File: config.mk
export PLATFORM = sky130hd
export DESIGN_NAME = tt_regbank_fifo_flat
export DESIGN_NICKNAME = d
export VERILOG_FILES = /design/src/rtl/tt_regbank_pkg.sv /design/src/rtl/tt_regbank_fifo_if.sv /design/src/rtl/tt_regbank_storage.sv /design/src/rtl/tt_regbank_fifo.sv /design/src/flat_wrapper.sv
export SDC_FILE = /design/constraint.sdc
export NUM_CORES = 1
export LEC_CHECK = 0
export ABC_AREA = 1
export BUFFER_PORTS_ARGS = -buffer_cell sky130_fd_sc_hd__buf_2
export CORE_UTILIZATION = 55
export DETAILED_ROUTE_END_ITERATION = 6
export PLACE_DENSITY = 0.78
export SYNTH_ARGS = -nofsm -noshare
export SYNTH_HDL_FRONTEND = slang
export SYNTH_SLANG_ARGS = --single-unit
File: constraint.sdc
create_clock -name clk -period 2.5 [get_ports clk]
set_clock_uncertainty 0.15 [all_clocks]
set_input_delay 0.75 -clock clk [delete_from_list [all_inputs] [get_ports clk]]
set_output_delay 0.75 -clock clk [all_outputs]
set_load 0.05 [all_outputs]
File: src/rtl/tt_regbank_pkg.sv
// Shared types and defaults for the register-bank / FIFO block.
package tt_regbank_pkg;

    typedef enum logic {
        MODE_RAM  = 1'b0,
        MODE_FIFO = 1'b1
    } mode_e;

    localparam int DEF_WIDTH = 4;
    localparam int DEF_DEPTH = 4;

endpackage

File: src/rtl/tt_regbank_fifo_if.sv
// Control/data bundle between the user IO wrapper (master) and the bank (slave).
interface tt_regbank_fifo_if #(
    parameter int WIDTH = 4,
    parameter int DEPTH = 4
);
    localparam int AW = $clog2(DEPTH);

    logic             mode;
    logic             clear;
    logic [AW-1:0]    addr;
    logic             we;
    logic [WIDTH-1:0] wdata;
    logic             push;
    logic             pop;
    logic [WIDTH-1:0] rdata;
    logic             full;
    logic             empty;
    logic [AW:0]      count;
    logic             ovf;
    logic             udf;

    modport master (
        output mode, clear, addr, we, wdata, push, pop,
        input  rdata, full, empty, count, ovf, udf
    );

    modport slave (
        input  mode, clear, addr, we, wdata, push, pop,
        output rdata, full, empty, count, ovf, udf
    );

endinterface

File: src/rtl/tt_regbank_storage.sv
// DEPTH x WIDTH flop array: one synchronous write port, one combinational read port.
module tt_regbank_storage #(
    parameter int WIDTH = 4,
    parameter int DEPTH = 4,
    parameter int AW    = $clog2(DEPTH)
) (
    input  logic             clk,
    input  logic             rst_n,
    input  logic             en_i,
    input  logic [AW-1:0]    waddr_i,
    input  logic [WIDTH-1:0] wdata_i,
    input  logic [AW-1:0]    raddr_i,
    output logic [WIDTH-1:0] rdata_o
);

    logic [WIDTH-1:0] mem_q [DEPTH];

    always_ff @(posedge clk or negedge rst_n) begin
        if (!rst_n) begin
            for (int i = 0; i < DEPTH; i++) begin
                mem_q[i] <= '0;
            end
        end else if (en_i) begin
            mem_q[waddr_i] <= wdata_i;
        end
    end

    assign rdata_o = mem_q[raddr_i];

endmodule

File: src/rtl/tt_regbank_fifo.sv
// Register bank usable as addressed RAM or as a FIFO with occupancy and sticky error flags.
module tt_regbank_fifo
    import tt_regbank_pkg::*;
#(
    parameter int WIDTH = DEF_WIDTH,
    parameter int DEPTH = DEF_DEPTH,
    localparam int AW   = $clog2(DEPTH)
) (
    input logic               clk,
    input logic               rst_n,
    tt_regbank_fifo_if.slave  bus
);

    localparam logic [AW:0] CNT_MAX = (AW+1)'(DEPTH);

    mode_e            mode_q, mode_d;
    logic [AW-1:0]    wr_ptr_q, wr_ptr_d;
    logic [AW-1:0]    rd_ptr_q, rd_ptr_d;
    logic [AW:0]      count_q, count_d;
    logic             ovf_q, ovf_d;
    logic             udf_q, udf_d;

    logic             fifo_w, full_w, empty_w, restart_w;
    logic             push_ok_w, pop_ok_w, mem_we_w;
    logic [AW-1:0]    waddr_w, raddr_w;
    logic [WIDTH-1:0] mem_rdata_w;

    assign fifo_w    = (mode_q == MODE_FIFO);
    assign full_w    = (count_q == CNT_MAX);
    assign empty_w   = (count_q == '0);
    // A mode change or clear swallows every other request on that edge.
    assign restart_w = (mode_e'(bus.mode) != mode_q) || bus.clear;

    assign push_ok_w = fifo_w && !restart_w && bus.push && (!full_w || bus.pop);
    assign pop_ok_w  = fifo_w && !restart_w && bus.pop && !empty_w;
    assign mem_we_w  = !restart_w && (fifo_w ? push_ok_w : bus.we);

    assign waddr_w = fifo_w ? wr_ptr_q : bus.addr;
    assign raddr_w = fifo_w ? rd_ptr_q : bus.addr;

    always_comb begin
        mode_d   = mode_q;
        wr_ptr_d = wr_ptr_q;
        rd_ptr_d = rd_ptr_q;
        count_d  = count_q;
        ovf_d    = ovf_q;
        udf_d    = udf_q;
        if (restart_w) begin
            mode_d   = mode_e'(bus.mode);
            wr_ptr_d = '0;
            rd_ptr_d = '0;
            count_d  = '0;
            ovf_d    = 1'b0;
            udf_d    = 1'b0;
        end else if (fifo_w) begin
            if (push_ok_w) wr_ptr_d = wr_ptr_q + AW'(1);
            if (pop_ok_w)  rd_ptr_d = rd_ptr_q + AW'(1);
            if (push_ok_w && !pop_ok_w) count_d = count_q + (AW+1)'(1);
            if (pop_ok_w && !push_ok_w) count_d = count_q - (AW+1)'(1);
            if (bus.push && !push_ok_w) ovf_d = 1'b1;
            if (bus.pop && !pop_ok_w)   udf_d = 1'b1;
        end
    end

    always_ff @(posedge clk or negedge rst_n) begin
        if (!rst_n) begin
            mode_q   <= MODE_RAM;
            wr_ptr_q <= '0;
            rd_ptr_q <= '0;
            count_q  <= '0;
            ovf_q    <= 1'b0;
            udf_q    <= 1'b0;
        end else begin
            mode_q   <= mode_d;
            wr_ptr_q <= wr_ptr_d;
            rd_ptr_q <= rd_ptr_d;
            count_q  <= count_d;
            ovf_q    <= ovf_d;
            udf_q    <= udf_d;
        end
    end

    tt_regbank_storage #(
        .WIDTH (WIDTH),
        .DEPTH (DEPTH),
        .AW    (AW)
    ) u_storage (
        .clk     (clk),
        .rst_n   (rst_n),
        .en_i    (mem_we_w),
        .waddr_i (waddr_w),
        .wdata_i (bus.wdata),
        .raddr_i (raddr_w),
        .rdata_o (mem_rdata_w)
    );

    assign bus.rdata = (fifo_w && empty_w) ? '0 : mem_rdata_w;
    assign bus.full  = full_w;
    assign bus.empty = empty_w;
    assign bus.count = count_q;
    assign bus.ovf   = ovf_q;
    assign bus.udf   = udf_q;

endmodule

File: src/flat_wrapper.sv
// flat-port wrapper written by rule: the top's interface ports become plain ports
module tt_regbank_fifo_flat import tt_regbank_pkg::*;
#(
    parameter int WIDTH = DEF_WIDTH,
    parameter int DEPTH = DEF_DEPTH,
    localparam int AW   = $clog2(DEPTH)
)
  (clk, rst_n, bus_mode, bus_clear, bus_addr, bus_we, bus_wdata, bus_push, bus_pop, bus_rdata, bus_full, bus_empty, bus_count, bus_ovf, bus_udf);
  tt_regbank_fifo_if #(.WIDTH(WIDTH), .DEPTH(DEPTH)) bus_i ();
  input logic clk;
  input logic rst_n;
  input wire logic [$bits(bus_i.mode)-1:0] bus_mode;
  input wire logic [$bits(bus_i.clear)-1:0] bus_clear;
  input wire logic [$bits(bus_i.addr)-1:0] bus_addr;
  input wire logic [$bits(bus_i.we)-1:0] bus_we;
  input wire logic [$bits(bus_i.wdata)-1:0] bus_wdata;
  input wire logic [$bits(bus_i.push)-1:0] bus_push;
  input wire logic [$bits(bus_i.pop)-1:0] bus_pop;
  output wire logic [$bits(bus_i.rdata)-1:0] bus_rdata;
  output wire logic [$bits(bus_i.full)-1:0] bus_full;
  output wire logic [$bits(bus_i.empty)-1:0] bus_empty;
  output wire logic [$bits(bus_i.count)-1:0] bus_count;
  output wire logic [$bits(bus_i.ovf)-1:0] bus_ovf;
  output wire logic [$bits(bus_i.udf)-1:0] bus_udf;
  assign bus_i.mode = bus_mode;
  assign bus_i.clear = bus_clear;
  assign bus_i.addr = bus_addr;
  assign bus_i.we = bus_we;
  assign bus_i.wdata = bus_wdata;
  assign bus_i.push = bus_push;
  assign bus_i.pop = bus_pop;
  assign bus_rdata = bus_i.rdata;
  assign bus_full = bus_i.full;
  assign bus_empty = bus_i.empty;
  assign bus_count = bus_i.count;
  assign bus_ovf = bus_i.ovf;
  assign bus_udf = bus_i.udf;
  tt_regbank_fifo #(.WIDTH(WIDTH), .DEPTH(DEPTH)) u_core (.clk(clk), .rst_n(rst_n), .bus(bus_i));
endmodule
==> results.json <==
{
  "cp_cell_sequence": "buf_2 > nand2_4 > buf_6 > nand3b_1 > nand3_2 > a21oi_4 > buf_6",
  "layout.cells.non_filler": 257,
  "crit_path_end_kind": "output pin",
  "ys.warnings.count": 0,
  "tightest_slew_ns": 0.568,
  "syn_nets": 209,
  "slew_headroom_pct": 62.1,
  "final-max-slew-violation-count": 0,
  "core_um2": 2520,
  "synth_edf_count": 0,
  "synth-async-reset-ratio_pct": 100,
  "crit_fanout": 8,
  "drc_errors": 0,
  "numPortBuffers": 23,
  "grt_use_total_pct": 26.9,
  "cts_tree": "yes",
  "numCtsBuffers": 3,
  "fin_nets": 243,
  "crit_type": "primary input to output pin",
  "grt_overflow": 0,
  "clock.fmax_ghz": 0.401,
  "routed_via_density": 5.41,
  "hold_viol": 0,
  "ys_types": 24,
  "maxCapViolations": 0,
  "rows": 18,
  "final_cell_mix": "nand2_1, dfrtp_1, nand3_1",
  "synth_flop_cell": "dfrtp_1",
  "multi_input_area_um2": 842,
  "clk_latency_ns": 0.31,
  "irDropWorstVdd_mv": 0.416,
  "register_area_um2": 652,
  "die_area_um2": 2910,
  "routedWlPerCell_um": 13.6,
  "fin_ws_ns": 0.00414,
  "ys_ff_latch": 26,
  "pin_count": 24,
  "crit_required_ns": 1.60,
  "dp_hpwl_um": 2610,
  "powerDensity_nw_per_um2": 530,
  "antenna_left": 0,
  "cts-root-buf": "clkbuf_4",
  "rsz0062_at_grt": "true",
  "fillers": 206,
  "yosysSeqAreaShare_pct": 43.9,
  "crit_cells": 7,
  "period_share_pct": 99.8,
  "gp_congestion": 0.843,
  "antenna_cells": 0,
  "rr_worst_depth": 10,
  "drtPass1Iterations": 4,
  "critPathLaunchType": "primary input",
  "timing.rr.end": "u_core.bus.count[1]",
  "p_leak_uw": 0.000993,
  "num_vias": 1391,
  "die_width_um": 53.9,
  "final_common_cell": "nand2_1",
  "h-tree-depth": 1,
  "placed_cells": 249,
  "outcome": "finished, final reports clean",
  "initial_core_util_pct": 58.8,
  "dieHeight_um": 53.9,
  "antenna_found_initial": 0,
  "crit_path_frequent_cell": "buf_6",
  "drt_wl_total_um": 3480,
  "clk_path_buf_depth": 2,
  "rr_startpoint": "u_core.fifo_w",
  "clkSinkCount": 26,
  "crit_slowest_cell": "buf_6",
  "first_global_vias": 1369,
  "r2r_setup_slack_ns": 0.26,
  "postCtsHoldBufs": 0,
  "critPathTopFamily": "buffers and inverters",
  "drt_iter0_drc": 27,
  "finalSetupViolCount": 0,
  "syn_area_um2": 1480,
  "arrival_ns": 1.60,
  "holdCritPathClass": "primary input to asynchronous set/reset pin",
  "clk_pin_slew_worst_paths_ns": 0.13,
  "area_growth_pct": 28.0,
  "syn_inst": 194,
  "grt_max_degree": 27,
  "p_total_uw": 1010,
  "syn_avg_cell_area_um2": 7.64,
  "min_period_ns": 2.50,
  "critPathBufInv": 3,
  "drive_gt1_share_pct": 33.5,
  "cp_slowest_stage_delay_ns": 0.17,
  "grt_first_pass_wirelength_um": 5580,
  "pre_cts_ws_ns": -0.174
}
-- worst max path at each step --
stage,startpoint,end,slack (ns)
after floorplan,bus_addr[0],bus_rdata[0],-0.10
after global placement,bus_addr[1],bus_rdata[1],-0.11
after detailed placement,bus_addr[0],bus_rdata[3],-0.17
after CTS,u_core.fifo_w,bus_rdata[3],-0.002
after global routing,u_core.fifo_w,bus_rdata[3],-0.05
final,bus_addr[0],bus_rdata[1],0.004
-- metal layers --
metal | vias to the layer above | part of all wire, % | global-route usage, %
li1 | 689 | - | -
met1 | 663 | 42 | 28.4
met2 | 34 | 54 | 51.9
met3 | 5 | 2.9 | 3.39
met4 | 0 | 1.4 | 11.8
met5 | - | 0 | 0
-- registers in the layout (all words and copies together) (netlist names) --
| signal | flops |
|---|---|
| u_core.u_storage.mem_q | 16 |
| u_core.bus.count | 3 |
| u_core.bus.udf | 1 |
| u_core.fifo_w | 1 |
| u_core.rd_ptr_q | 2 |
| u_core.wr_ptr_q | 2 |
| u_core.bus.ovf | 1 |
-- synthesized netlist by cell type (2+ instances only) --
master,number,share of area (%)
a21oi_1,9,3.0
a21oi_2,2,1.2
inv_2,3,0.76
xor2_1,3,1.8
dfrtp_1,26,44
o21ai_1,3,1.0
nand2_2,7,3.0
nor2_1,8,2.0
nor2_2,2,0.84
nand2_1,61,15
nand3b_1,10,5.1
inv_1,19,4.8
buf_4,2,1.0
xnor2_1,2,1.2
nand3_1,28,9.5
-- power by group --
group          internal (uW)  switching, uW  total [uW]
Combinational            111            174         285
Clock                   88.9            118         207
Sequential               480           34.1         514
-- logic make-up (layout without fill, tap and decap cells) --
logic type      Yosys count  after routing  share of synthesized area, %
buf+inv                  26             59                          7.59
simple gates            120            120                          37.6
fa+ha+maj                 2              2                          2.19
xor+xnor                  5              5                          2.95
flops                    26             26                          43.9
compound gates           15             15                          5.74
-- per-stage QoR --
stage	utilization, %	instance area, um^2	hold WS [ns]	setup TNS [ns]
2_1_floorplan	-	1530	0.283	-0.104
3_3_place_gp	67.1	1690	0.303	-0.393
3_5_place_dp	67.1	1690	0.309	-0.567
4_1_cts	73.2	1850	0.269	-0.00157
5_1_grt	75.2	1900	0.298	-0.186
6_report	75.2	1900	0.256	0
-- area by class of cell --
class,count,area share [%]
Inverter,22,4.61
Sequential cell,26,34.3
Clock buffer,4,1.91
Timing Repair Buffer,33,12.8
Multi-Input combinational cell,142,44.4
Tap cell,30,1.98
-- timing repair --
item,in CTS,in global routing
setup endpoints to repair,4,4
buffers inserted,3,1
pin swaps,7,8
endpoints found under the hold margin,0,0
gates resized for setup,27,10
No activity file was read; power rests on OpenSTA's default activity.
